### src/rtl/turn_flasher_ctrl_pkg.sv
// Shared types and default constants for the turn/hazard/ESS flasher.
// Used by the top level, the flash timer and the bench.
package flasher_pkg;

    typedef enum logic [2:0] {
        ST_IDLE   = 3'd0,
        ST_LEFT   = 3'd1,
        ST_RIGHT  = 3'd2,
        ST_HAZARD = 3'd3,
        ST_ESS    = 3'd4
    } flasher_state_t;

    // ~340 ms and 100 ms half-periods at 50 MHz
    localparam int TURN_HALF_CYC_DEF = 17_000_000;
    localparam int ESS_HALF_CYC_DEF  = 5_000_000;
    localparam int ESS_MIN_SPEED_DEF = 50;

    function automatic int max_int(input int a, input int b);
        return (a > b) ? a : b;
    endfunction

endpackage

### src/rtl/turn_flasher_ctrl_if.sv
// Switch/vehicle inputs and lamp/sound outputs of the flasher controller.
// master: switch/vehicle-dynamics side; slave: the controller itself.
interface turn_flasher_ctrl_if;

    logic       sw_left;
    logic       sw_right;
    logic       sw_hazard;
    logic       hard_brake;
    logic       accel_active;
    logic [7:0] speed;
    logic       left_led;
    logic       right_led;
    logic       turn_signal_on;
    logic       ess_active;

    modport master (
        output sw_left, sw_right, sw_hazard, hard_brake, accel_active, speed,
        input  left_led, right_led, turn_signal_on, ess_active
    );

    modport slave (
        input  sw_left, sw_right, sw_hazard, hard_brake, accel_active, speed,
        output left_led, right_led, turn_signal_on, ess_active
    );

endinterface

### src/rtl/turn_flasher_ctrl_flash_timer.sv
// Blink phase generator: counts 0..half_cyc-1 and toggles the phase at wrap.
// o_phase_nxt exposes the value loaded on the next edge so the caller can
// register lamp drives in step with the phase.
module flash_timer #(
    parameter int CNT_W = 4
) (
    input  logic           clk,
    input  logic           rst,
    input  logic           i_restart,
    input  logic           i_run,
    input  logic [CNT_W:0] i_half_cyc,
    output logic           o_phase,
    output logic           o_phase_nxt
);

    localparam logic [CNT_W:0]   HALF_ONE = 1;
    localparam logic [CNT_W-1:0] CNT_ONE  = 1;

    logic [CNT_W-1:0] r_cnt;
    logic [CNT_W-1:0] w_cnt_nxt;
    logic             r_phase;
    logic             w_phase_nxt;
    logic             w_last;

    assign w_last = ({1'b0, r_cnt} == (i_half_cyc - HALF_ONE));

    // Restart forces ON at count 0; running wraps at half_cyc-1; idle holds 0.
    always_comb begin
        w_cnt_nxt   = r_cnt;
        w_phase_nxt = r_phase;
        if (i_restart) begin
            w_cnt_nxt   = '0;
            w_phase_nxt = 1'b1;
        end else if (i_run) begin
            if (w_last) begin
                w_cnt_nxt   = '0;
                w_phase_nxt = ~r_phase;
            end else begin
                w_cnt_nxt = r_cnt + CNT_ONE;
            end
        end else begin
            w_cnt_nxt = '0;
        end
    end

    // Counter and phase registers.
    always_ff @(posedge clk or posedge rst) begin
        if (rst) begin
            r_cnt   <= '0;
            r_phase <= 1'b1;
        end else begin
            r_cnt   <= w_cnt_nxt;
            r_phase <= w_phase_nxt;
        end
    end

    assign o_phase     = r_phase;
    assign o_phase_nxt = w_phase_nxt;

endmodule

### src/rtl/turn_flasher_ctrl.sv
// Turn-signal / hazard / emergency-stop-signal lamp controller.
// Optional feature macro: TURN_FLASHER_ESS_EN (ESS latch and ESS state).
//
//   state  | meaning
//   IDLE   | no indicator requested, lamps off, timer held at 0
//   LEFT   | left lamp blinks at turn rate
//   RIGHT  | right lamp blinks at turn rate
//   HAZARD | both lamps blink at turn rate (hazard switch or left+right)
//   ESS    | both lamps blink at ESS rate after a hard brake at speed
module turn_flasher_ctrl
    import flasher_pkg::*;
#(
    parameter int TURN_HALF_CYC = TURN_HALF_CYC_DEF,
    parameter int ESS_HALF_CYC  = ESS_HALF_CYC_DEF,
    parameter int ESS_MIN_SPEED = ESS_MIN_SPEED_DEF
) (
    input  logic                clk,
    input  logic                rst,
    turn_flasher_ctrl_if.slave  fl
);

`ifdef TURN_FLASHER_ESS_EN
    localparam int HALF_MAX = max_int(TURN_HALF_CYC, ESS_HALF_CYC);
`else
    localparam int HALF_MAX = TURN_HALF_CYC;
`endif
    localparam int CNT_W = (HALF_MAX > 2) ? $clog2(HALF_MAX) : 1;
    localparam int HW    = CNT_W + 1;

    localparam logic [CNT_W:0] TURN_H = HW'(TURN_HALF_CYC);

    logic [1:0]     r_sync_l;
    logic [1:0]     r_sync_r;
    logic [1:0]     r_sync_h;
    logic           w_left;
    logic           w_right;
    logic           w_hazard;
    logic           w_ess;
    flasher_state_t r_state;
    flasher_state_t w_state_nxt;
    logic           w_restart;
    logic           w_run;
    logic [CNT_W:0] w_half;
    logic           w_phase;
    logic           w_phase_nxt;
    logic           w_left_nxt;
    logic           w_right_nxt;
    logic           r_left_led;
    logic           r_right_led;
    logic           r_turn_on;
    logic           r_ess_active;

    // Two-flop synchronizers for the asynchronous switch levels.
    always_ff @(posedge clk or posedge rst) begin
        if (rst) begin
            r_sync_l <= '0;
            r_sync_r <= '0;
            r_sync_h <= '0;
        end else begin
            r_sync_l <= {r_sync_l[0], fl.sw_left};
            r_sync_r <= {r_sync_r[0], fl.sw_right};
            r_sync_h <= {r_sync_h[0], fl.sw_hazard};
        end
    end

    assign w_left   = r_sync_l[1];
    assign w_right  = r_sync_r[1];
    assign w_hazard = r_sync_h[1];

`ifdef TURN_FLASHER_ESS_EN
    localparam logic [CNT_W:0] ESS_H   = HW'(ESS_HALF_CYC);
    localparam logic [7:0]     MIN_SPD = 8'(ESS_MIN_SPEED);

    logic r_ess_latch;

    // ESS latch: arming on hard brake at speed takes precedence over clearing.
    always_ff @(posedge clk or posedge rst) begin
        if (rst) begin
            r_ess_latch <= 1'b0;
        end else if (fl.hard_brake && (fl.speed >= MIN_SPD)) begin
            r_ess_latch <= 1'b1;
        end else if (fl.accel_active && !fl.hard_brake) begin
            r_ess_latch <= 1'b0;
        end
    end

    assign w_ess  = r_ess_latch;
    assign w_half = (r_state == ST_ESS) ? ESS_H : TURN_H;
`else
    logic w_unused_ess;

    assign w_unused_ess = ^{fl.hard_brake, fl.accel_active, fl.speed};
    assign w_ess        = 1'b0;
    assign w_half       = TURN_H;
`endif

    // State register.
    always_ff @(posedge clk or posedge rst) begin
        if (rst) begin
            r_state <= ST_IDLE;
        end else begin
            r_state <= w_state_nxt;
        end
    end

    // Next-state selection by priority ESS > HAZARD > LEFT/RIGHT > IDLE.
    always_comb begin
        w_state_nxt = ST_IDLE;
        if (w_ess) begin
            w_state_nxt = ST_ESS;
        end else if (w_hazard || (w_left && w_right)) begin
            w_state_nxt = ST_HAZARD;
        end else if (w_left) begin
            w_state_nxt = ST_LEFT;
        end else if (w_right) begin
            w_state_nxt = ST_RIGHT;
        end
    end

    // Any mode change restarts the blink at ON so a new mode never inherits
    // a partially elapsed half-period.
    assign w_restart = (w_state_nxt != r_state);
    assign w_run     = (r_state != ST_IDLE);

    flash_timer #(
        .CNT_W (CNT_W)
    ) u_flash_timer (
        .clk         (clk),
        .rst         (rst),
        .i_restart   (w_restart),
        .i_run       (w_run),
        .i_half_cyc  (w_half),
        .o_phase     (w_phase),
        .o_phase_nxt (w_phase_nxt)
    );

    // Lamp decode from the state and phase being loaded on the next edge.
    always_comb begin
        w_left_nxt  = 1'b0;
        w_right_nxt = 1'b0;
        case (w_state_nxt)
            ST_LEFT:   w_left_nxt  = w_phase_nxt;
            ST_RIGHT:  w_right_nxt = w_phase_nxt;
            ST_HAZARD,
            ST_ESS: begin
                w_left_nxt  = w_phase_nxt;
                w_right_nxt = w_phase_nxt;
            end
            default: ;
        endcase
    end

    // Output registers keep the lamp and sound-unit levels glitch free.
    always_ff @(posedge clk or posedge rst) begin
        if (rst) begin
            r_left_led   <= 1'b0;
            r_right_led  <= 1'b0;
            r_turn_on    <= 1'b0;
            r_ess_active <= 1'b0;
        end else begin
            r_left_led   <= w_left_nxt;
            r_right_led  <= w_right_nxt;
            r_turn_on    <= w_left_nxt | w_right_nxt;
            r_ess_active <= (w_state_nxt == ST_ESS);
        end
    end

    assign fl.left_led       = r_left_led;
    assign fl.right_led      = r_right_led;
    assign fl.turn_signal_on = r_turn_on;
    assign fl.ess_active     = r_ess_active;

endmodule

### src/flat_wrapper.sv
// flat-port wrapper written by rule: the top's interface ports become plain ports
module turn_flasher_ctrl_flat import flasher_pkg::*;
#(
    parameter int TURN_HALF_CYC = TURN_HALF_CYC_DEF,
    parameter int ESS_HALF_CYC  = ESS_HALF_CYC_DEF,
    parameter int ESS_MIN_SPEED = ESS_MIN_SPEED_DEF
)
  (clk, rst, fl_sw_left, fl_sw_right, fl_sw_hazard, fl_hard_brake, fl_accel_active, fl_speed, fl_left_led, fl_right_led, fl_turn_signal_on, fl_ess_active);
  turn_flasher_ctrl_if fl_i ();
  input  logic clk;
  input  logic rst;
  input wire logic [$bits(fl_i.sw_left)-1:0] fl_sw_left;
  input wire logic [$bits(fl_i.sw_right)-1:0] fl_sw_right;
  input wire logic [$bits(fl_i.sw_hazard)-1:0] fl_sw_hazard;
  input wire logic [$bits(fl_i.hard_brake)-1:0] fl_hard_brake;
  input wire logic [$bits(fl_i.accel_active)-1:0] fl_accel_active;
  input wire logic [$bits(fl_i.speed)-1:0] fl_speed;
  output wire logic [$bits(fl_i.left_led)-1:0] fl_left_led;
  output wire logic [$bits(fl_i.right_led)-1:0] fl_right_led;
  output wire logic [$bits(fl_i.turn_signal_on)-1:0] fl_turn_signal_on;
  output wire logic [$bits(fl_i.ess_active)-1:0] fl_ess_active;
  assign fl_i.sw_left = fl_sw_left;
  assign fl_i.sw_right = fl_sw_right;
  assign fl_i.sw_hazard = fl_sw_hazard;
  assign fl_i.hard_brake = fl_hard_brake;
  assign fl_i.accel_active = fl_accel_active;
  assign fl_i.speed = fl_speed;
  assign fl_left_led = fl_i.left_led;
  assign fl_right_led = fl_i.right_led;
  assign fl_turn_signal_on = fl_i.turn_signal_on;
  assign fl_ess_active = fl_i.ess_active;
  turn_flasher_ctrl #(.TURN_HALF_CYC(TURN_HALF_CYC), .ESS_HALF_CYC(ESS_HALF_CYC), .ESS_MIN_SPEED(ESS_MIN_SPEED)) u_core (.clk(clk), .rst(rst), .fl(fl_i));
endmodule
### config.mk
export PLATFORM = sky130hd
export DESIGN_NAME = turn_flasher_ctrl_flat
export DESIGN_NICKNAME = d
export VERILOG_FILES = /design/src/rtl/turn_flasher_ctrl_pkg.sv /design/src/rtl/turn_flasher_ctrl_if.sv /design/src/rtl/turn_flasher_ctrl_flash_timer.sv /design/src/rtl/turn_flasher_ctrl.sv /design/src/flat_wrapper.sv
export SDC_FILE = /design/constraint.sdc
export NUM_CORES = 1
export LEC_CHECK = 0
export ABC_AREA = 1
export CORE_UTILIZATION = 55
export CTS_BUF_LIST = sky130_fd_sc_hd__clkbuf_8
export CTS_CLUSTER_DIAMETER = 50
export CTS_CLUSTER_SIZE = 14
export DETAILED_ROUTE_END_ITERATION = 16
export PLACE_DENSITY_LB_ADDON = 0.05
export SLEW_MARGIN = 15
export SYNTH_ARGS = -nofsm -noshare
export SYNTH_HDL_FRONTEND = slang
export SYNTH_SLANG_ARGS = --single-unit
export TNS_END_PERCENT = 50
### constraint.sdc
create_clock -name clk -period 1.9 [get_ports clk]
set_clock_uncertainty 0.15 [all_clocks]
set_input_delay 0.57 -clock clk [delete_from_list [all_inputs] [get_ports clk]]
set_output_delay 0.57 -clock clk [all_outputs]
set_load 0.01 [all_outputs]
=== Yosys cells after proc, flatten, opt, wreduce, memory -nomap -nowiden ===
Index checks and enable logic that the tools add are counted.

* Register bits after elaboration: 39
* Bits of input ports: 15
* Output and inout bits: 4
* Logic and storage cells: 35

* Add/sub/neg operators: 1
* Eq/ne operators: 6
* Muxes and demuxes: 11
* Bitwise logic cells: 2
* Reductions and logical operators: 5

{| class="wikitable"
|+ Operators with widths
! operator !! count
|-
| $mux 25 || 3
|-
| $add 25x1->25 const B || 1
|-
| $eq 25x25->1 const B || 1
|-
| $eq 3x2->1 const B || 2
|-
| $mux 3 || 2
|-
| $reduce_or 3->1 || 2
|-
| $mux 1 || 5
|-
| $eq 3x1->1 const B || 1
|-
| $eq 3x3->1 const B || 1
|-
| $ne 3x3->1 || 1
|-
| $reduce_bool 3->1 || 1
|-
| $mux 2 || 1
|-
| $logic_and 1x1->1 || 1
|-
| $logic_or 1x1->1 || 1
|-
| $not 1->1 || 1
|-
| $or 1x1->1 || 1
|}

=== Logic depth before layout (Yosys ltp) ===
* Word-level depth: 7
* Depth in mapped cells: 11
* Mapped depth without buffers: 11

=== Modules after synthesis ===
From an unflattened synthesis, not the netlist that was laid out.

* Cell total of the unflattened synthesis: 503
* Area total of the unflattened synthesis: 3291.9 um^2

{| class="wikitable"
|+ By module, submodules not included
! module !! instances !! cells an instance !! area each (um^2) !! sequential area each (um^2)
|-
| flash_timer || 1 || 467 || 2899.0 || 651.9
|-
| turn_flasher_ctrl || 1 || 36 || 392.9 || 275.3
|}

=== Least setup slack after synthesis ===
OpenSTA, ideal clock, no wires.

* Path kind: flip-flop to flip-flop
* From: register u_core.u_flash_timer.r_cnt[0]
* To: register u_core.u_flash_timer.r_cnt[11]
* Library setup time: 119 ps
* Arrival: 1394 ps
* Required time: 1631 ps
* Path slack: 236 ps
* Cell stages (with the launch flop): 9
* Buffers on the path: 1
* Period minus slack after synthesis: 1664 ps
* Cell sequence: dfrtp_1 ha_1 nand2_2 nor2_4 nand3_1 nor2_2 nand3b_4 buf_6 nor2_1

* Longest elaborated chain between the ends: 4
* Elaborated cells between the ends (all ways): 5
* Those cells by class: add/sub: 1; eq/ne: 1; mux: 3

{| class="wikitable"
|+ Ends and longest elaborated chain
! what !! RTL line !! text
|-
| from (decl) || turn_flasher_ctrl_flash_timer.sv:19 || <nowiki>logic [CNT_W-1:0] r_cnt;</nowiki>
|-
| from (signal assigned) || turn_flasher_ctrl_flash_timer.sv:52 || <nowiki>r_cnt <= w_cnt_nxt;</nowiki>
|-
| $add 25x1->25 / $eq 25x25->1 (equally long branches) || turn_flasher_ctrl_flash_timer.sv:39, turn_flasher_ctrl_flash_timer.sv:25 ||
|-
| $mux 25 (*) || turn_flasher_ctrl_flash_timer.sv:35 || <nowiki>if (w_last) begin</nowiki>
|-
| $mux 25 (*) || turn_flasher_ctrl_flash_timer.sv:34 || <nowiki>end else if (i_run) begin</nowiki>
|-
| $mux 25 (*) || turn_flasher_ctrl_flash_timer.sv:31 || <nowiki>if (i_restart) begin</nowiki>
|-
| via u_core.u_flash_timer.w_cnt_nxt[11] || turn_flasher_ctrl_flash_timer.sv:20 || <nowiki>logic [CNT_W-1:0] w_cnt_nxt;</nowiki>
|}

The timed path passes the listed nets; every way through them passes the cells marked *.

=== Final worst setup path ===
* From: register u_core.u_flash_timer.r_cnt[0]
* To: register u_core.u_flash_timer.r_cnt[24]

The elaborated chain is that of the path after synthesis.

==> results.md <==
* Status: completed
* Final Hold Vio Count at 0
* M1 WL at 1700 µm
* Largest net degree at the start of global routing at 38
* RD Place Congestion at 0.837
* Clock Path Buffers at 2
* Async set-reset flop share out of synthesis at 100%
* GRT overflow at 0
* Pins Over Slew Limit at 0
* Vias per Instance at 4.88
* Startpoint Class: flip-flop
* Mapped cell area at 1920 µm²
* Fillcell total at 298
* Hold_sp: u_core.r_sync_h[0]
* Met2 wire len at 1590 µm
* Maximum fanout along the worst path at 8
* Die Ht at 61.1 µm
* IO buf count at 7
* Drt wl/cell at 11.3 µm
* Drt pass-1 iters at 4
* Initial antenna violation count at 0
* Final period util at 94.7%
* Vias in the first global route at 1307
* Depth of the CTS H-tree at 2
* Post-synth top area cell: dfrtp_1
* Antenna Cells at 0
* R2r worst-path depth at 11
* Full die area at 3730 µm²
* Worst r2r src: u_core.u_flash_timer.r_cnt[0]
* Max cap viols at 0
* Core area at 3340 µm²
* Top-count cell post-synth: nand2_1
* Fin crit period at 1800 ps
* Pwr/cell area at 731 nW/µm²
* Final wirelength at 3420 µm
* R2R setup slack at 100 ps
* RSZ-0062 raised after global routing: true
* Final setup viols at 0
* Clock-pin slew on the worst setup and hold paths at 70 ps
* Syn. warnings at 0
* Register area share after synthesis at 48.3%
* Syn-to-layout area delta at 15.1%
* Critical Path RT at 1970 ps
* Most frequent cells after synthesis: 51 x nand2_1, 49 x nor2_1, 36 x dfrtp_1, 27 x inv_1, 13 x nand3_1
* Worst skew pair latency at 280 ps
* Most common flop cell mapped by yosys: dfrtp_1
* Total GRT Usage at 21.0%
* Critical path class: reg2reg
* Mapped Nets at 257
* Crit. End Element: flip-flop
* Hold path cells at 0
* Critical Path AT at 1870 ps
* Hold endpoint: u_core.r_sync_h[1]
* Top cell type's share of synthesized area at 46.9%
* Met3 WL at 105 µm
* DR top layer: met4
* First-pass GRT wire length at 5550 µm
* Synth top area cells: dfrtp_1 47%, nand2_1 10%, nor2_1 9.6%
* Share of cells above drive strength 1 at 15.2%
* Clock tree root driver cell: clkbuf_8
* Mapped Cells at 241
* Vias at 1478
* Synth Register Bits at 37
* Total Power at 1.62 mW
* Max rail drop VDD at 0.000496 V
* CTS tree: built
* Worst hold path type: reg2reg
* Initial Utilization at 57.6%
* Die Wd at 61.1 µm
* Post-synth EDFFs at 0
* Layout Nets at 272
* Clk sinks at 37
* DP HPWL at 2460 µm
* Reg-to-Reg End: u_core.u_flash_timer.r_cnt[24]
* F_max at 556 MHz
* Residual DRC count at 0
* Row cnt at 21
* Drt first-iter violations at 48
* CTS Buf Count at 5
* Antenna-violating nets left at 0
* Fin Setup TNS at 0 ps
* Ports at 19
* Lkg Pwr at 0.997 nW
* Synth unique cells at 31
* Syn Area/Cell at 7.97 µm²
[cells by family (layout without fill, tap and decap cells)]
family | after synthesis | in the layout | synth area share [%]
and+or+nand+nor | 145 | 145 | 36.1
xor gates and xnor gates | 8 | 8 | 3.65
other | 1 | 1 | 0.195
DFF | 37 | 37 | 48.3
adders and majority gates | 1 | 1 | 0.651
buffers and inverters | 37 | 53 | 7.82
AOI/OAI and AO/OA | 12 | 12 | 3.32
[report_power, final]
part,total (mW),internal (mW),leakage [nW],switching [mW]
Combinational,0.0993,0.0362,0.461,0.0630
Clock,0.701,0.427,0.0574,0.275
Sequential,0.816,0.806,0.478,0.0102
Total,1.62,1.27,0.997,0.348
[per-layer routing]
layer	vias to the layer above	track usage (%)
met4	0	6.49
met3	4	6.51
met5	-	0
li1	772	-
met1	684	27.5
met2	18	33.4
[cell usage in the layout, fill, tap and decap left out, types with 6 or more instances in the layout]
cell	Yosys	final
nand2_1	51	50
nor2_1	49	49
dfrtp_1	36	36
inv_1	27	27
nand3_1	13	12
nor3_1	10	10
a21oi_1	7	7
inv_2	6	6
nand2_2	5	6
clkbuf_8	0	6
[area by class of cell]
cell class	count	area, µm²	area share [%]
Tap cell	46	57.6	2.60
Inverter	35	131	5.94
Multi-Input combinational cell	167	862	39.0
Clock inverter	2	37.5	1.70
Sequential cell	37	927	41.9
Timing Repair Buffer	10	113	5.09
Clock buffer	6	82.6	3.74
[worst max-delay path, cell delays in order (launching register included)]
cell     delay (ps)
dfrtp_1         390
ha_2            200
nand2_2          80
nor2_4          180
nand2_2         110
nor2_4          120
nand2_4          90
nor2_8          150
nand2_2          70
nand2_1          60
nand2_1          40
nor2_1           90
[how the worst max path moves through the flow]
stage,end,slack (ps),start
2_1_floorplan,u_core.u_flash_timer.r_cnt[11],240,u_core.u_flash_timer.r_cnt[0]
3_3_place_gp,u_core.u_flash_timer.r_cnt[2],100,u_core.u_flash_timer.r_cnt[0]
3_5_place_dp,u_core.u_flash_timer.r_cnt[13],100,u_core.u_flash_timer.r_cnt[0]
4_1_cts,fl_left_led,20,u_core.fl.left_led
5_1_grt,u_core.u_flash_timer.r_cnt[24],-40,u_core.u_flash_timer.r_cnt[0]
6_report,u_core.u_flash_timer.r_cnt[24],100,u_core.u_flash_timer.r_cnt[0]
[through the flow]
| stage | worst slack [ps] | hold slack, ps | area, µm² | utilization [%] | instances |
|---|---|---|---|---|---|
| floorplan | 236 | 181 | 1920 | - | 241 |
| global placement | 105 | 182 | 2060 | 61.6 | 294 |
| detailed placement | 98.0 | 186 | 2060 | 61.6 | 294 |
| CTS | 22.7 | 204 | 2180 | 65.2 | 302 |
| global route | -40.0 | 217 | 2210 | 66.3 | 303 |
| finish | 99.9 | 201 | 2210 | 66.3 | 303 |
[sequential cells by signal (all words and copies together) (netlist names)]
register and cells:
u_core.u_flash_timer.o_phase 1, u_core.r_sync_l 2, u_core.r_sync_h 2, u_core.fl.turn_signal_on 1, u_core.r_state 2, u_core.fl.right_led 1
u_core.r_sync_r 2, u_core.u_flash_timer.r_cnt 25, u_core.fl.left_led 1
[what timing repair did]
action                                  in CTS  in global routing
buffers inserted                             0                  1
endpoints found under the setup margin       0                 25
gates resized for setup                      0                  8
hold buffers                                 0                  0
endpoints found under the hold margin        0                  0
Note: power is estimated with default switching activity, not from simulation.
